**src/rtl/ble_tx_pkg.sv**
```systemverilog
// BLE GFSK transmitter shared types and tables.
// FSM states, Gaussian phase weights and quarter-wave sine.
package ble_tx_pkg;

  typedef enum logic [1:0] {
    IDLE,
    PRIME,
    RUN,
    DRAIN
  } tx_state_e;

  localparam int PIPE_LAT = 2;

  // Per-sample weights for prev/cur/next symbol; each column sums to 4
  localparam logic [15:0][2:0] W0_TAB = {{14{3'd0}}, 3'd1, 3'd1};
  localparam logic [15:0][2:0] W1_TAB = {3'd3, 3'd3, {12{3'd4}}, 3'd3, 3'd3};
  localparam logic [15:0][2:0] W2_TAB = {3'd1, 3'd1, {14{3'd0}}};

  // round(7*sin(k*pi/128)) for k=0..64, held as step breakpoints
  function automatic logic [2:0] qsin(input logic [6:0] k);
    if (k >= 7'd49) return 3'd7;
    else if (k >= 7'd37) return 3'd6;
    else if (k >= 7'd29) return 3'd5;
    else if (k >= 7'd22) return 3'd4;
    else if (k >= 7'd15) return 3'd3;
    else if (k >= 7'd9) return 3'd2;
    else if (k >= 7'd3) return 3'd1;
    else return 3'd0;
  endfunction

endpackage

```
**src/rtl/gfsk_trig_lut.sv**
```systemverilog
// Registered phase -> (cos, sin) lookup.
// Quadrant folding over a quarter-wave sine table.
module gfsk_trig_lut
  import ble_tx_pkg::*;
#(
  parameter int PHASE_WIDTH = 8,
  parameter int DATA_WIDTH  = 4
) (
  input  logic                         clk,
  input  logic                         resetn,
  input  logic                         en,
  input  logic                         valid,
  input  logic [PHASE_WIDTH-1:0]       phase,
  output logic signed [DATA_WIDTH-1:0] cos_val,
  output logic signed [DATA_WIDTH-1:0] sin_val
);

  logic [1:0] quad;
  logic [6:0] off;
  logic [6:0] off_c;
  logic signed [DATA_WIDTH-1:0] ma;
  logic signed [DATA_WIDTH-1:0] mb;
  logic signed [DATA_WIDTH-1:0] c;
  logic signed [DATA_WIDTH-1:0] s;

  always_comb begin
    quad  = phase[PHASE_WIDTH-1 -: 2];
    off   = {1'b0, phase[PHASE_WIDTH-3:0]};
    off_c = 7'd64 - off;
    ma    = DATA_WIDTH'(qsin(off));
    mb    = DATA_WIDTH'(qsin(off_c));
    c     = mb;
    s     = ma;
    unique case (quad)
      2'd0: begin c = mb;  s = ma;  end
      2'd1: begin c = -ma; s = mb;  end
      2'd2: begin c = -mb; s = -ma; end
      2'd3: begin c = ma;  s = -mb; end
    endcase
  end

  always_ff @(posedge clk or negedge resetn) begin
    if (!resetn) begin
      cos_val <= '0;
      sin_val <= '0;
    end else if (en) begin
      cos_val <= valid ? c : '0;
      sin_val <= valid ? s : '0;
    end
  end

endmodule

```
**src/rtl/ble_gfsk_modulator.sv**
```systemverilog
// BLE GFSK baseband modulator: bit stream in, I/Q samples out.
// Three-symbol Gaussian phase shaping feeding a trig lookup.
module ble_gfsk_modulator
  import ble_tx_pkg::*;
#(
  parameter int SAMPLE_RATE = 16,
  parameter int DATA_WIDTH  = 4,
  parameter int PHASE_WIDTH = 8
) (
  input  logic                         clk,
  input  logic                         resetn,
  input  logic                         en,
  input  logic                         bit_valid,
  input  logic                         bit_data,
  input  logic                         bit_last,
  output logic                         bit_ready,
  output logic signed [DATA_WIDTH-1:0] i_data,
  output logic signed [DATA_WIDTH-1:0] q_data,
  output logic                         sample_valid,
  output logic                         symbol_clk,
  output logic                         busy,
  output logic                         underrun
);

  localparam int IW = $clog2(SAMPLE_RATE);
  localparam logic [IW-1:0] IDX_LAST = IW'(SAMPLE_RATE - 1);
  localparam logic [1:0] DRAIN_END = 2'(PIPE_LAT - 1);

  tx_state_e state;
  tx_state_e state_n;

  logic prev;
  logic cur;
  logic nxt;
  logic last_taken;
  logic final_sym;
  logic [IW-1:0] idx;
  logic [PHASE_WIDTH-1:0] phase;
  logic [PHASE_WIDTH-1:0] p1;
  logic v1;
  logic s1;
  logic [1:0] drain_cnt;
  logic take;
  logic wrap;
  logic signed [PHASE_WIDTH-1:0] step;

  function automatic logic signed [PHASE_WIDTH-1:0] term(
    input logic b,
    input logic [2:0] w
  );
    return b ? PHASE_WIDTH'(w) : -PHASE_WIDTH'(w);
  endfunction

  always_comb begin
    step = term(prev, W0_TAB[idx])
         + term(cur, W1_TAB[idx])
         + term(nxt, W2_TAB[idx]);
  end

  always_comb begin
    state_n   = state;
    bit_ready = 1'b0;
    unique case (state)
      IDLE, PRIME: bit_ready = resetn;
      RUN:         bit_ready = (idx == IDX_LAST) && !last_taken;
      default:     bit_ready = 1'b0;
    endcase
    take = en && bit_valid && bit_ready;
    wrap = en && (state == RUN) && (idx == IDX_LAST);
    if (en) begin
      unique case (state)
        IDLE:  if (take) state_n = bit_last ? RUN : PRIME;
        PRIME: if (take) state_n = RUN;
        RUN:   if (wrap && final_sym) state_n = DRAIN;
        DRAIN: if (drain_cnt == DRAIN_END) state_n = IDLE;
      endcase
    end
  end

  always_ff @(posedge clk or negedge resetn) begin
    if (!resetn) begin
      state      <= IDLE;
      prev       <= 1'b0;
      cur        <= 1'b0;
      nxt        <= 1'b0;
      last_taken <= 1'b0;
      final_sym  <= 1'b0;
      idx        <= '0;
      phase      <= '0;
      p1         <= '0;
      v1         <= 1'b0;
      s1         <= 1'b0;
      drain_cnt  <= '0;
      underrun   <= 1'b0;
    end else if (en) begin
      state <= state_n;
      v1    <= 1'b0;
      s1    <= 1'b0;
      unique case (state)
        IDLE: if (take) begin
          prev       <= bit_data;
          cur        <= bit_data;
          nxt        <= bit_data;
          last_taken <= bit_last;
          final_sym  <= bit_last;
          phase      <= '0;
          idx        <= '0;
          underrun   <= 1'b0;
          drain_cnt  <= '0;
        end
        PRIME: if (take) begin
          nxt        <= bit_data;
          last_taken <= bit_last;
        end
        RUN: begin
          v1    <= 1'b1;
          s1    <= (idx == '0);
          p1    <= phase;
          phase <= phase + step;
          idx   <= idx + 1'b1;
          if (idx == IDX_LAST) begin
            prev      <= cur;
            cur       <= nxt;
            drain_cnt <= '0;
            if (take) begin
              nxt        <= bit_data;
              last_taken <= bit_last;
            end else begin
              // no further bit: symbol now starting closes the packet
              last_taken <= 1'b1;
              final_sym  <= 1'b1;
              if (!last_taken) underrun <= 1'b1;
            end
          end
        end
        DRAIN: drain_cnt <= drain_cnt + 1'b1;
      endcase
    end
  end

  always_ff @(posedge clk or negedge resetn) begin
    if (!resetn) begin
      sample_valid <= 1'b0;
      symbol_clk   <= 1'b0;
    end else if (en) begin
      sample_valid <= v1;
      symbol_clk   <= s1;
    end
  end

  gfsk_trig_lut #(
    .PHASE_WIDTH(PHASE_WIDTH),
    .DATA_WIDTH (DATA_WIDTH)
  ) u_lut (
    .clk    (clk),
    .resetn (resetn),
    .en     (en),
    .valid  (v1),
    .phase  (p1),
    .cos_val(i_data),
    .sin_val(q_data)
  );

  assign busy = (state != IDLE);

endmodule

```
**config.mk**
```make
export PLATFORM = sky130hd
export DESIGN_NAME = ble_gfsk_modulator
export DESIGN_NICKNAME = d
export VERILOG_FILES = /design/src/rtl/ble_tx_pkg.sv /design/src/rtl/gfsk_trig_lut.sv /design/src/rtl/ble_gfsk_modulator.sv
export SDC_FILE = /design/constraint.sdc
export NUM_CORES = 1
export LEC_CHECK = 0
export BUFFER_PORTS_ARGS = -buffer_cell sky130_fd_sc_hd__buf_2
export CORE_AREA = 10 10 87 89
export DETAILED_ROUTE_END_ITERATION = 12
export DIE_AREA = 0 0 97 99
export PLACE_DENSITY = 0.78
export REMOVE_ABC_BUFFERS = 1
export SLEW_MARGIN = 20
export SYNTH_ARGS = -nofsm -noshare
export SYNTH_HDL_FRONTEND = slang
export SYNTH_HIERARCHICAL = 1
export SYNTH_SLANG_ARGS = --single-unit
```
**constraint.sdc**
```tcl
create_clock -name clk -period 3.8 [get_ports clk]
set_input_delay 1.14 -clock clk [delete_from_list [all_inputs] [get_ports clk]]
set_output_delay 1.14 -clock clk [all_outputs]
set_load 0.03 [all_outputs]
```
Word-level counts from Yosys, hierarchy flattened
Memories as Yosys holds them, arrays and structs flattened.
Index checks and enable logic that the tools add are counted.
Widths: inputs -> output; s select.

word-level totals
  memories = 3
  output and inout bits = 13
  ROM bits = 144
  register bits after elaboration = 42

memory list
  name              depth  width  read ports  clocked after memory_dff  write ports  RTL line                  RTL
  (name not given)  16     3      1           0                         0            ble_gfsk_modulator.sv:57  + term(nxt, W2_TAB[idx]);
  (name not given)  16     3      1           0                         0            ble_gfsk_modulator.sv:56  + term(cur, W1_TAB[idx])
  (name not given)  16     3      1           0                         0            ble_gfsk_modulator.sv:55  step = term(prev, W0_TAB[idx])

cells by class
  add/subtract/negate cells = 11
  muxes and demuxes = 60
  equality and inequality tests = 16
  reductions and logical operators = 24
  order comparisons = 15

operators with widths
  kind                count
  $mux 3              15
  $mux 8              4
  $pmux 4 s4          2
  $add 8x8->8         3
  $neg 3->8           3
  $mux 1              18
  $pmux 8 s2          1
  $ge 7x4->1 const B  2
  $ge 7x5->1 const B  2
  $ge 7x6->1 const B  2
  $mux 2              7
  $pmux 1 s2          7
  $ge 6x4->1 const B  2
  $ge 6x5->1 const B  2
  $ge 6x6->1 const B  2
  $mux 4              3
  $ne 2x2->1 const B  6
  $reduce_and 4->1    3
  $reduce_and 5->1    2
  $eq 2x2->1 const B  4
  $neg 3->4           2
  $pmux 2 s4          1
  $pmux 4 s2          1
  $ge 7x2->1 const B  1
  19 further kinds    31

Depth between registers and ports, before layout
  depth after elaboration = 12
  gate-level depth with buffers = 16
  mapped depth without buffers = 16

Hierarchy
The synthesis kept the hierarchy.

modules (own cells, without submodules)
  module              area an instance (µm²)  seq. area each (µm²)  cells an instance  instances
  ble_gfsk_modulator  2348.5                  850.8                 229                1
  gfsk_trig_lut       1158.6                  200.2                 153                1

Least setup slack after synthesis
No wires, ideal clock.

  kind = register to register
  start = register idx[2]
  end = register phase[7]
  path buffers = 1
  required time = 3.717 ns
  path slack = 0.393 ns
  arrival time = 3.325 ns
  stages on the path, launching flop included = 17
  path through = dfrtp_1 or3_4 nor2_1 buf_4 xor2_1 ha_1 inv_1 fa_1 inv_1 ha_1 inv_1 fa_1 nand2b_1 a21oi_1 o22ai_1 xnor2_1 o21ai_0

on the way
  longest elaborated chain between the ends = 8

RTL lines
  element                          RTL line                                            RTL
  start: declaration               ble_gfsk_modulator.sv:37                            logic [IW-1:0] idx;
  start signal: assignment         ble_gfsk_modulator.sv:120                           idx <= idx + 1'b1;
  $mem_v2 16x3 (on tied branches)  -
  $mux 3 (on tied branches)        ble_gfsk_modulator.sv:55, ble_gfsk_modulator.sv:56
  $neg 3->8                        ble_gfsk_modulator.sv:51                            return b ? PHASE_WIDTH'(w) : -PHASE_WIDTH'(w);
  $mux 8                           ble_gfsk_modulator.sv:51
  $add 8x8->8                      ble_gfsk_modulator.sv:56
  $add 8x8->8                      ble_gfsk_modulator.sv:57
  $add 8x8->8                      ble_gfsk_modulator.sv:119                           phase <= phase + step;
  $pmux 8 s2                       ble_gfsk_modulator.sv:99                            unique case (state)
  end signal: assignment           ble_gfsk_modulator.sv:119
  end: declaration                 ble_gfsk_modulator.sv:38                            logic [PHASE_WIDTH-1:0] phase;

Parallel ways exist; a longest one is shown, timed or not. The select of a mux whose other input is x is not followed.
A chain may end at the register's enable or synchronous reset.

Worst setup path after layout
Ends and elaborated chain as after synthesis.

==> summary.md <==
| Metric | Value |
|---|---|
| Commonest non-fill, non-tap cell in the layout | inv_1 |
| Inserted Diodes | 0 |
| Synth warnings | 6 |
| Setup TNS | 0 ps |
| Crit path buf inv count | 3 |
| Post-synthesis cell count | 382 |
| Cell Rows | 28 |
| Sink Count | 42 |
| Gr busiest metal | met2 |
| CTS tree | done |
| Global-route wire length before repair | 12900 um |
| Antenna Violating Nets Remaining | 0 |
| Slew @ Worst Pin | around 650 ps |
| Arrival time worst endpoint | 3680 ps |
| CP peak stage delay | 450 ps |
| Antenna violations before repair | 0 |
| Mean post-synth cell area | about 9 um^2 |
| Share of layout cells above drive strength 1 | 16.8% |
| Full die area | 9600 um^2 |
| Final wirelength | 7560 um |
| IO Count | 19 |
| Core Footprint | 5850 um^2 |
| Fmax | 0.286 GHz |
| CP required | 3980 ps |
| Die Y | 99 um |
| PortBufs | 18 |
| Yosys top cell by area | dfrtp_1 |
| HP Class | reg -> reg |
| Initial Utilization | 59.9% |
| Synth unique cells | 69 |
| Slowest cell on crit path | dfrtp_1 |
| CP Class | reg -> reg |
| GRT Overall Usage | 15.5% |
| M2 GR Usage | 26.9% |
| Area growth from synthesis to layout | 5.67% |
| Worst setup path start | idx[2] |
| Cell Chain, Critical Path | or3_4 > nor2_2 > xor2_1 > ha_1 > inv_1 > fa_1 > inv_1 > ha_1 > inv_1 > fa_1 > nand2b_1 > a21oi_2 > o22ai_1 > xnor2_1 > o21ai_0 |
| Slew HR | 56.7% |
| Area share of the largest cell type after synthesis | 30.0% |
| Clock-pin slew on the worst setup and hold paths | 90 ps |
| Layout fillers | a little under 500 |
| Worst skew pair latency | around 300 ps |
| Crit path max-delay family | adder cells |
| Via density | 5.93 |
| Unrepaired setup endpoints after global routing | false |
| Met1 Use GR | between 10% and 20% |
| Router iterations before antenna repair | 4 |
| Commonest non-fill, non-tap cells in the layout | inv_1, dfrtp_1, ha_1, a21oi_1, nand2_1 |
| Synth Flop Type | dfrtp_1 |
| Die Span X | between 90 and 100 um |
| Status | complete, no violations |
| Placer Congestion | 0.903 |
| Hpwl dp | 5670 um |
| Fin crit period | between 3000 and 4000 ps |
| # setup viols final | 0 |
| Initial DRC Count | 148 |
| CTS Root Cell | clkbuf_8 |
| Synth area leaders | dfrtp_1, ha_1, fa_1 |
| Max Root-Sink Buffers | 2 |
| Hold_sp | underrun |
| Crit Path Max Fanout | 6 |
| Dpl cells | 461 |
| Post-synth EDFFs | 0 |
| Pin count of the biggest net entering global routing | 34 |
| Remaining DRCs | 0 |
| Finished Layout Cells | 469 |
| GR Util met3 | 2.93% |
| Number of global-route vias before repair | 2712 |
| H-tree lvl count | 2 |
| Post-synthesis async set-or-reset flop share | between 90% and 100% |
| Fin. max-slew vios | 0 |
| Crit. End Element | register |
| Routed len/inst | 16.1 um |
| Cts bufs inserted | 5 |
| Sequential-to-total area share from yosys stat | 30.0% |
| RR Startpoint | idx[2] |
| Crit share post-route | 92.1% |
| Post-Syn Area | 3510 um^2 |
| Crit-path most repeated cell | inv_1 |
| Number of max-cap violations | 0 |
| Layout Nets | 434 |
| Clock Skews | approximately 6.1 ps |
| Post-synthesis register bit count | 42 |
| Critical Path Source Type | register |
| Grt total ovfl | 0 |
| Endpoints failing hold | 0 |
| Total number of vias | 2782 |
==> repair_timing <==
item                       4_1_cts  5_1_grt
resized for setup                0        3
hold endpoints to repair         0        0
setup endpoints to repair        0        2
hold buffers                     0        0
setup buffers                    0        0
==> worst paths after layout <==
check                                 to  slack (ps)  cells past startpoint
max in group asynchronous         idx[1]        2360                      2
min in group asynchronous           prev         730                      1
worst min register to register  underrun         490                      1
worst max-delay path            phase[7]         300                     15
worst min-delay path            underrun         490                      1
worst max register to register  phase[7]         300                     15
==> per-layer routing <==
metal | wire, um | share of wire (%)
met4 | 103 | 1.4
met5 | 0 | 0
met3 | 246 | 3.3
met2 | 3820 | 51
met1 | 3380 | 45
==> through the flow <==
stage | instance area, um^2 | worst slack [ps] | hold slack [ps] | util, %
after global routing | 3710 | 37.6 | 522 | 63.3
after CTS | 3700 | 220 | 498 | 63.2
after global placement | 3600 | 380 | 466 | 61.6
after floorplan | 3380 | 88.1 | 449 | -
final | 3710 | 299 | 492 | 63.3
after detailed placement | 3600 | 245 | 476 | 61.6
==> cell usage after synthesis (2+ instances only) <==
library cell and count:
inv_1 46, dfrtp_1 42, a21oi_1 26, ha_1 26, nand2_1 24, nor2_1 21
o21ai_0 19, xnor2_1 11, mux2_2 10, fa_1 9, xor2_1 9, buf_2 8
nor3_1 8, a21o_1 7, nand2b_1 6, nand3_1 5, o22ai_1 5, or2_2 5
a211oi_1 4, a22o_1 4, clkbuf_1 4, mux2i_1 4, nand4_1 4, nor2b_1 4
o31ai_1 4, or3_1 4, a31oi_1 3, buf_4 3, buf_6 3, o211ai_1 3
o31a_1 3, o32a_1 3, mux2_1 2, nand4b_1 2, nor3b_2 2, o2111ai_1 2
o21bai_1 2, o221a_2 2, o221ai_1 2, o22a_1 2
==> worst register-to-register path: cells and delay by family, from the launching register on <==
family,cells,cell delay [ps]
AOI/OAI and AO/OA,3,360
xor gates and xnor gates,2,310
buffers and inverters,3,220
and+or+nand+nor,3,820
adders and majority gates,4,1240
DFF,1,450
==> layout make-up <==
class	count	area [um^2]	share of cell area [%]
clock buffer	5	68.8	1.86
clock inverter	3	25.0	0.675
inverter	46	173	4.66
multi-input combinational	275	2160	58.4
sequential	42	1050	28.4
tap	75	93.8	2.53
timing repair buffer	23	131	3.54
==> state kept, by name, indices dropped and copies added (netlist names) <==
register,flops
p1,8
phase,8
idx,4
u_lut/cos_val,4
u_lut/sin_val,4
drain_cnt,2
state,2
cur,1
final_sym,1
last_taken,1
nxt,1
prev,1
s1,1
sample_valid,1
symbol_clk,1
underrun,1
v1,1
==> kinds of logic (layout without fill, tap and decap cells) <==
logic type | after synthesis | in the layout | synth area share (%)
compound gates | 108 | 108 | 22.1
xor+xnor | 20 | 20 | 4.99
fa+ha+maj | 35 | 35 | 14.4
buf+inv | 65 | 77 | 8.53
flops | 42 | 42 | 30.0
mux | 17 | 17 | 5.42
simple gates | 95 | 95 | 14.6
Power is left out: the tool's default activity adds up to more than one toggle a clock period on the data nets, which glitch-free logic cannot reach.
